<file path="config.mk">
export PLATFORM = sky130hd
export DESIGN_NAME = phase_inverter_sequencer
export DESIGN_NICKNAME = d
export VERILOG_FILES = /design/src/rtl/phase_ctrl_pkg.sv /design/src/rtl/dead_time_counter.sv /design/src/rtl/phase_inverter_sequencer.sv
export SDC_FILE = /design/constraint.sdc
export NUM_CORES = 1
export LEC_CHECK = 0
export CAP_MARGIN = 0
export CORE_MARGIN = 4
export CORE_UTILIZATION = 41
export DETAILED_ROUTE_END_ITERATION = 12
export HOLD_SLACK_MARGIN = 0.1
export PLACE_DENSITY = 0.77
export SLEW_MARGIN = 30
export SYNTH_ARGS = -nofsm -noshare
export SYNTH_HDL_FRONTEND = slang
export SYNTH_SLANG_ARGS = --single-unit
export TNS_END_PERCENT = 20
</file>
<file path="constraint.sdc">
create_clock -name wb_clk_i -period 2.4 [get_ports wb_clk_i]
set_input_delay 0.48 -clock wb_clk_i [delete_from_list [all_inputs] [get_ports wb_clk_i]]
set_output_delay 0.48 -clock wb_clk_i [all_outputs]
set_load 0.02 [all_outputs]
</file>
<file path="src/rtl/phase_ctrl_pkg.sv">
// Shared definitions for the phase inverter sequencer family.
// State encodings and default widths used by the rail sequencers.
package phase_ctrl_pkg;

    localparam logic [0:0] ST_IDLE = 1'b0;
    localparam logic [0:0] ST_DEAD = 1'b1;

    localparam int WIDTH_DEF = 10;
    localparam int DT_W_DEF  = 8;
    localparam int CNT_W_DEF = 16;

endpackage

</file>
<file path="src/rtl/dead_time_counter.sv">
// Load/decrement down-counter with zero flag for dead-time sequencing.
// Ports: clk, rst (sync, active-high), load/load_val, dec, zero.
module dead_time_counter #(
    parameter int W = 8
) (
    input  logic         clk,
    input  logic         rst,
    input  logic         load,
    input  logic         dec,
    input  logic [W-1:0] load_val,
    output logic         zero
);

    logic [W-1:0] count_q;

    always_ff @(posedge clk) begin
        if (rst) begin
            count_q <= '0;
        end else if (load) begin
            count_q <= load_val;
        end else if (dec && (count_q != '0)) begin
            // Saturate at zero so a stray dec can never wrap the counter.
            count_q <= count_q - W'(1);
        end
    end

    assign zero = (count_q == '0);

endmodule

</file>
<file path="src/rtl/phase_inverter_sequencer.sv">
// Sequences a complementary rail pair: plus first, minus after a dead time.
// Ports: wb_clk_i/wb_rst_i, enable, dead_cycles, in_valid/in_data/in_ready,
//        out_plus/out_minus, plus_strobe/minus_strobe, busy, sample_count.
module phase_inverter_sequencer
    import phase_ctrl_pkg::*;
#(
    parameter int WIDTH = WIDTH_DEF,
    parameter int DT_W  = DT_W_DEF,
    parameter int CNT_W = CNT_W_DEF
) (
`ifdef USE_POWER_PINS
    inout  wire              vdd,
    inout  wire              vss,
`endif
    input  logic             wb_clk_i,
    input  logic             wb_rst_i,
    input  logic             enable,
    input  logic [DT_W-1:0]  dead_cycles,
    input  logic             in_valid,
    input  logic [WIDTH-1:0] in_data,
    output logic             in_ready,
    output logic [WIDTH-1:0] out_plus,
    output logic [WIDTH-1:0] out_minus,
    output logic             plus_strobe,
    output logic             minus_strobe,
    output logic             busy,
    output logic [CNT_W-1:0] sample_count
);

    logic [0:0]       state_q;
    logic [WIDTH-1:0] data_q;
    logic             dt_zero;
    logic             accept;
    logic             finish;
    logic             dt_dec;

    assign in_ready = (state_q == ST_IDLE) && enable && !wb_rst_i;
    assign accept   = in_ready && in_valid;
    assign finish   = (state_q == ST_DEAD) && dt_zero;
    assign dt_dec   = (state_q == ST_DEAD) && !dt_zero;
    assign busy     = (state_q == ST_DEAD);

    // The dead count is captured at accept; later dead_cycles edits are
    // invisible until the next sample.
    dead_time_counter #(
        .W(DT_W)
    ) u_dt (
        .clk      (wb_clk_i),
        .rst      (wb_rst_i),
        .load     (accept),
        .dec      (dt_dec),
        .load_val (dead_cycles),
        .zero     (dt_zero)
    );

    always_ff @(posedge wb_clk_i) begin
        if (wb_rst_i) begin
            state_q      <= ST_IDLE;
            data_q       <= '0;
            out_plus     <= '0;
            out_minus    <= '0;
            plus_strobe  <= 1'b0;
            minus_strobe <= 1'b0;
            sample_count <= '0;
        end else begin
            plus_strobe  <= accept;
            minus_strobe <= finish;
            // accept only happens in IDLE and finish only in DEAD, so the
            // two rails can never be written on the same edge.
            if (accept) begin
                state_q  <= ST_DEAD;
                data_q   <= in_data;
                out_plus <= in_data;
            end else if (finish) begin
                state_q      <= ST_IDLE;
                out_minus    <= ~data_q;
                sample_count <= sample_count + CNT_W'(1);
            end
        end
    end

endmodule
</file>
==> impl_metrics.json <==
{
  "synth_edf_count": 0,
  "pwr-share-seq_pct": 53.1,
  "wl_per_cell_um": 13.6,
  "syn_area_um2": 1980,
  "holdBufCountCts": 0,
  "fin_area_um2": 2790,
  "path_cells": "inv_1 -> ha_1 -> or4b_4 -> or4_4 -> or4_1 -> a21oi_1",
  "routed_wl_mm": 4.90,
  "numCtsBuffers": 5,
  "clock_sinks": 47,
  "die_h_um": 77.5,
  "cp.arrival_ns": 2.54,
  "drt_iter0_markers": 102,
  "synth_most_common_cell": "dfxtp_1",
  "slew_headroom_pct": 67.9,
  "synthTopCellsByCount": "47 x dfxtp_1, 30 x a21oi_1, 29 x nor2_1",
  "grt_max_degree": 48,
  "yosysUniqueCellTypes": 32,
  "vias_per_cell": 5.27,
  "tns_ns": 0,
  "grt_setup_unrepaired": "no",
  "switchingPower_uw": 413,
  "start_util_pct": 42.2,
  "hold_violations": 0,
  "portBuffers": 61,
  "slowest_delay_ns": 0.60,
  "drc": 0,
  "final_cells": 360,
  "timing.final.crit_share_pct": 96.1,
  "antenna_cells": 0,
  "synth_top_area_cell": "dfxtp_1",
  "gp_congestion": 0.796,
  "grt.total_usage_pct": 16.8,
  "dieWidth_um": 77.5,
  "hold_class": "register to register",
  "postSynth.asyncResetShare_pct": 0,
  "p_per_area_nw_per_um2": 559,
  "slew_violations": 0,
  "grt_antenna_before_repair": 0,
  "ios": 62,
  "outcome": "complete, no violations",
  "path_max_fanout": 7,
  "peakVddDrop_uv": 364,
  "seq_area_frac_synth_pct": 47.6,
  "power.clock.fraction_pct": 29.0,
  "clock_skew_ns": 0.00158,
  "required_ns": 2.63,
  "drt_pass1_iterations": 4,
  "synth_fp_nets": 264,
  "dp_slack_ns": 0.000398,
  "fin_crit_ns": 2.31,
  "num_vias": 1896,
  "num_rows": 25,
  "crit_path_start_kind": "register",
  "layout_setup_ws_ns": 0.0926,
  "dpl_cell_area_um2": 2700,
  "hold_slack_ns": 0.478,
  "leakage_nw": 0.970,
  "layout.nets": 330,
  "synth.area.top_cells": "dfxtp_1 48%, a21oi_1 7.6%, nor2_1 5.5%",
  "worst_path_max_delay_cell": "or4_4",
  "max_cap_violations": 0,
  "dp_cells": 352,
  "htree_levels": 2,
  "grt_pass1_vias": 1872,
  "synth-seq-cells": 47,
  "p_int_mw": 1.15,
  "dieArea_um2": 6000,
  "clk_latency_ns": 0.29,
  "cts_tree": "built",
  "worstSetupPathType": "register to register",
  "switching_share_pct": 26.5,
  "dp_hpwl_mm": 3.55,
  "syn_inst": 239,
  "fmax_ghz": 0.433,
  "synth.yosys.warnings": 0,
  "synth_area_per_cell_um2": 8.28,
  "gr-total-overflow": 0,
  "cts_buffer_depth": 2,
  "setup_viol": 0,
  "worstMarginPinSlew_ns": 0.481,
  "antenna_left": 0,
  "ys.flop_type": "dfxtp_1",
  "root_buffer": "clkbuf_8",
  "power_mw": 1.56,
  "drive_gt1_share_pct": 7.84,
  "setup.worst_path.end_class": "register",
  "cts_setup_buffers": 0,
  "areaGrowthSynthToFinish_pct": 41.1,
  "pwr-share-comb_pct": 17.9,
  "fin_util_pct": 59.5,
  "synth.top_cell.area_share_pct": 47.6,
  "clk_pin_slew_ns": 0.08,
  "core_area_um2": 4690,
  "grt_first_pass_wirelength_mm": 8.34
}
==> power groups by stage <==
stage	sequential, mW	clock [mW]	combinational [mW]
after global placement	0.846	0	0.267
after detailed placement	0.847	0	0.273
after global routing	0.833	0.498	0.305
after floorplan	0.866	0	0.123
after CTS	0.828	0.465	0.275
final	0.829	0.453	0.278
==> area by class of cell <==
type	count	area (µm²)
inverters	8	30.0
fillers	450	1900
flip-flops and latches	47	941
clock buffers	7	76.3
well taps	54	67.6
multi-input cells	168	955
clock inverters	1	5.00
repair buffers	75	716
==> cells in the final DEF, fill, tap and decap left out, types with 4 or more instances in the layout <==
cell | netlist | layout
a211oi_1 | 5 | 5
a21oi_1 | 30 | 30
buf_4 | 0 | 14
clkbuf_8 | 0 | 5
clkdlybuf4s50_1 | 0 | 61
dfxtp_1 | 47 | 47
inv_1 | 8 | 8
nand2_1 | 26 | 26
nand3_1 | 7 | 7
nand4_1 | 4 | 4
nor2_1 | 29 | 29
nor3_1 | 15 | 15
nor4_1 | 4 | 4
o21ai_0 | 7 | 7
or3_1 | 7 | 7
xnor2_1 | 7 | 7
xor2_1 | 4 | 4
==> final timing paths <==
path / start / end / slack, ns / depth (start not counted)
setup / recovery: u_dt.count_q[1] / sample_count[15] / 0.09 / 6
setup reg to reg: u_dt.count_q[1] / sample_count[15] / 0.09 / 6
hold / removal: data_q[6] / data_q[6] / 0.48 / 2
hold reg to reg: data_q[6] / data_q[6] / 0.48 / 2
==> per-layer routing <==
layer | global-route usage [%] | up-vias | wire, µm
li1 | - | 962 | -
met1 | 20.1 | 868 | 2190
met2 | 29.5 | 62 | 2330
met3 | 5.22 | 4 | 338
met4 | 3.38 | 0 | 31
met5 | 0 | - | 0
==> timing repair <==
action | CTS | global route
setup endpoints to repair | 1 | 5
endpoints found under the hold margin | 0 | 0
resized for setup | 1 | 2
==> sequential cells by signal, indices dropped and copies added, names as in the netlist <==
| signal | cells |
|---|---|
| busy | 1 |
| data_q | 10 |
| minus_strobe | 1 |
| out_minus | 10 |
| plus_strobe | 1 |
| sample_count | 16 |
| u_dt.count_q | 8 |
==> logic make-up (layout without fill, tap and decap cells) <==
group                    Yosys count  after routing  share of synthesized area, %
XOR/XNOR                          11             11                          4.87
flip-flops                        47             47                          47.6
AO/OA/AOI/OAI                     48             48                          14.0
AND/OR/NAND/NOR                  104            104                          25.9
adder cells (fa/ha/maj)            3              3                          1.90
multiplexers                       2              2                          1.01
buffers and inverters             24             91                          4.74
==> worst max-delay path: cells and delay by family (launching register included) <==
| kind | cells | cell delay, ns |
|---|---|---|
| adder cells (fa/ha/maj) | 1 | 0.16 |
| AO/OA/AOI/OAI | 1 | 0.14 |
| buffers and inverters | 1 | 0.10 |
| AND/OR/NAND/NOR | 3 | 1.51 |
| flip-flops | 1 | 0.33 |
Power figures use the tool's default switching activity.
==> edit (config.mk and constraints unchanged) <==
`CNT_W_DEF`: 16 -> 32.
--- a/src/rtl/phase_ctrl_pkg.sv
+++ b/src/rtl/phase_ctrl_pkg.sv
@@ -7,7 +7,7 @@
 
     localparam int WIDTH_DEF = 10;
     localparam int DT_W_DEF  = 8;
-    localparam int CNT_W_DEF = 16;
+    localparam int CNT_W_DEF = 32;
 
 endpackage
 
Interface: changed (resized sample_count); port bits go from 62 to 78. The function was not compared with the original's and may differ.
==> edit against the original RTL <==
First-iteration DRC count up 82%. Fmax down 0.36%. Wire length rose by 54%. Critical path depth is the same. Synthesized cell count up 43%. Total power is 52% higher. Sequential cell count increased by 16. Final area grew 43%. Setup slack worse by 8.3 ps. Die area grew 40%. Hold slack lost 26 ps. Area after synthesis is 45% higher. Final cell count up 45%. Critical path type unchanged. Largest cell class unchanged.
==> edit: results (changes against the original RTL) <==
----------------------------------------------------
[Run status]
  Status ... finished, final reports clean

[Cells and area]
  Most frequent standard cell in the layout excluding fill and tap cells ... clkdlybuf4s50_1
  Net count, final ... 447 (+35%)
  Share of final-layout standard cells stronger than drive strength 1 ... 0.115 (+0.0363)
  # fillers ... 625 (+39%)
  Largest regs ... sample_count: 32 flops, data_q: 10 flops, out_minus: 10 flops

[Place]
  Number of input and output port buffers inserted ... 77 (+26%)
  DP HPWL ... 5100 microns (+44%)
  Final weighted congestion in routability-driven placement ... 0.781 (-1.9%)

[Power and ir drop]
  Leakage power figure ... 1.30 nW (+34%)
  Peak VDD IR ... 0.000435 V (+19%)
  Power per unit of standard cell area ... 594 nW/um^2 (+6.3%)

[CTS]
  Number of H-tree levels ... 3 (+1)
  Post-CTS repair timing setup buffer count ... 0 (unchanged)
  Clk Tree Root Cell ... clkbuf_8
  Clock insertion delay at the later pin of the skew report ... 340 ps (+50 ps)
  Clock buffers created by TritonCTS ... 9 (+4)
  Clock Tree Buf Depth ... 2 (unchanged)

[Synthesis]
  Most repeated cell in the gate-level netlist after synthesis ... dfxtp_1
  Post-synth top cells ... 63 x dfxtp_1, 45 x a21oi_1, 43 x nand2_1
  Async set or reset register ratio after synthesis ... 0 (unchanged)
  Number of unique standard cell types used by synthesis ... 37 (+16%)
  Share of the yosys chip area belonging to registers ... 0.440 (-0.0353)
  Nets in the synthesized netlist ... 367 (+39%)
  Top cells by area in the synthesized netlist ... dfxtp_1 44%, a21oi_1 7.9%, nand2_1 5.6%

[GRT]
  Pin count of the biggest net entering global routing ... 69 (+44%)
  Antenna violations before repair ... 0 (unchanged)
  Combined global-route utilization of all metal layers ... 0.182 (+0.0141)
  Global-route wire length before repair ... 12500 microns (+50%)
  Number of global-route vias before repair ... 2729 (+46%)

[Min path]
  Hold path startpoint ... out_minus[6]
  Hold Path Sink ... out_minus[6]
  Depth of the worst hold-timing path ... 2 (unchanged)

[Critical path]
  Critical path's top delay family ... simple AND/OR/NAND/NOR gates
  Worst R2R End ... sample_count[22]
  Slowest stage cell on the critical path ... or4_4
  Signal arrival time at the worst endpoint ... 2590 ps (+50 ps)
  Reg-to-Reg Start ... u_dt.count_q[0]
  Maximum single-stage delay on the critical path ... slightly above 600 ps

[Routing]
  Via count ... 2845 (+50%)
  Initial detailed-routing violation count ... 186 (+82%)
  Sum of routed wire length over all layers ... 7540 microns (+54%)

[STA]
  Pin slew with the least headroom to its limit ... 733 ps (+252 ps)
  Setup skew after layout ... 9.41 ps (+7.83 ps)
  Setup-violating endpoint count in the final report ... 0 (unchanged)
  Fin Hold WS ... 451 ps (-26.2 ps)

----------------------------------------------------
-- edit: metrics by stage --
stage,power (W),area [sq um],setup TNS (ps),instances,worst slack (ps)
final,0.00238,4000,0,523,84.3
after global routing,0.00247,4000,-3.64,523,-2.88
after CTS,0.00240,3970,0,522,15.4
after detailed placement,0.00137,3730,-35.2,505,-16.1
after global placement,0.00136,3730,0,505,52.3
after floorplan,0.00125,2860,0,342,57.9
-- edit: layer usage --
layer | global-route usage | wire length, microns
met2 | 0.299 | 3550
met4 | 0.0779 | 140
met3 | 0.0663 | 670
met5 | 0 | 0
met1 | 0.212 | 3180
-- edit: repair_timing --
item                                    4_1_cts  5_1_grt
resized for setup                             2       10
endpoints found under the setup margin        7       12
hold endpoints to repair                      0        0
pin swaps                                     1        5
cloned                                        1        1
-- edit: power breakdown --
group | internal, W | switching [W] | leakage (nW)
sequential | 0.00107 | 0.0000237 | 0.510
clock | 0.000585 | 0.000431 | 0.105
combinational | 0.000125 | 0.000139 | 0.688
-- edit: worst min-delay path, stage by stage, from the launching register on --
cell and delay (ps):
dfxtp_1 310, nand2_1 50, a21oi_1 50
-- edit: cell type report --
type                            instances  share of cell area
Multi-Input combinational cell        251               0.380
Inverter                               11              0.0103
Timing Repair Buffer                   86               0.208
Clock buffer                            9              0.0310
Clock inverter                          7              0.0244
Sequential cell                        63               0.316
Tap cell                               96              0.0300
-- edit: worst max-delay path by stage --
| stage | from | to | slack [ps] | cells past startpoint |
|---|---|---|---|---|
| 2_1_floorplan | u_dt.count_q[0] | sample_count[15] | 60 | 8 |
| 3_3_place_gp | u_dt.count_q[0] | sample_count[19] | 50 | 6 |
| 3_5_place_dp | u_dt.count_q[0] | sample_count[25] | -20 | 6 |
| 4_1_cts | u_dt.count_q[0] | sample_count[25] | 20 | 6 |
| 5_1_grt | u_dt.count_q[0] | sample_count[23] | -3 | 6 |
| 6_report | u_dt.count_q[0] | sample_count[22] | 80 | 6 |
-- edit: logic make-up after synthesis --
| logic type | after synthesis | share of synthesized area |
|---|---|---|
| multiplexers | 9 | 0.0345 |
| flip-flops | 63 | 0.440 |
| XOR/XNOR | 6 | 0.0183 |
| adder cells (fa/ha/maj) | 3 | 0.0131 |
| AO/OA/AOI/OAI | 80 | 0.165 |
| AND/OR/NAND/NOR | 151 | 0.284 |
| buffers and inverters | 30 | 0.0450 |
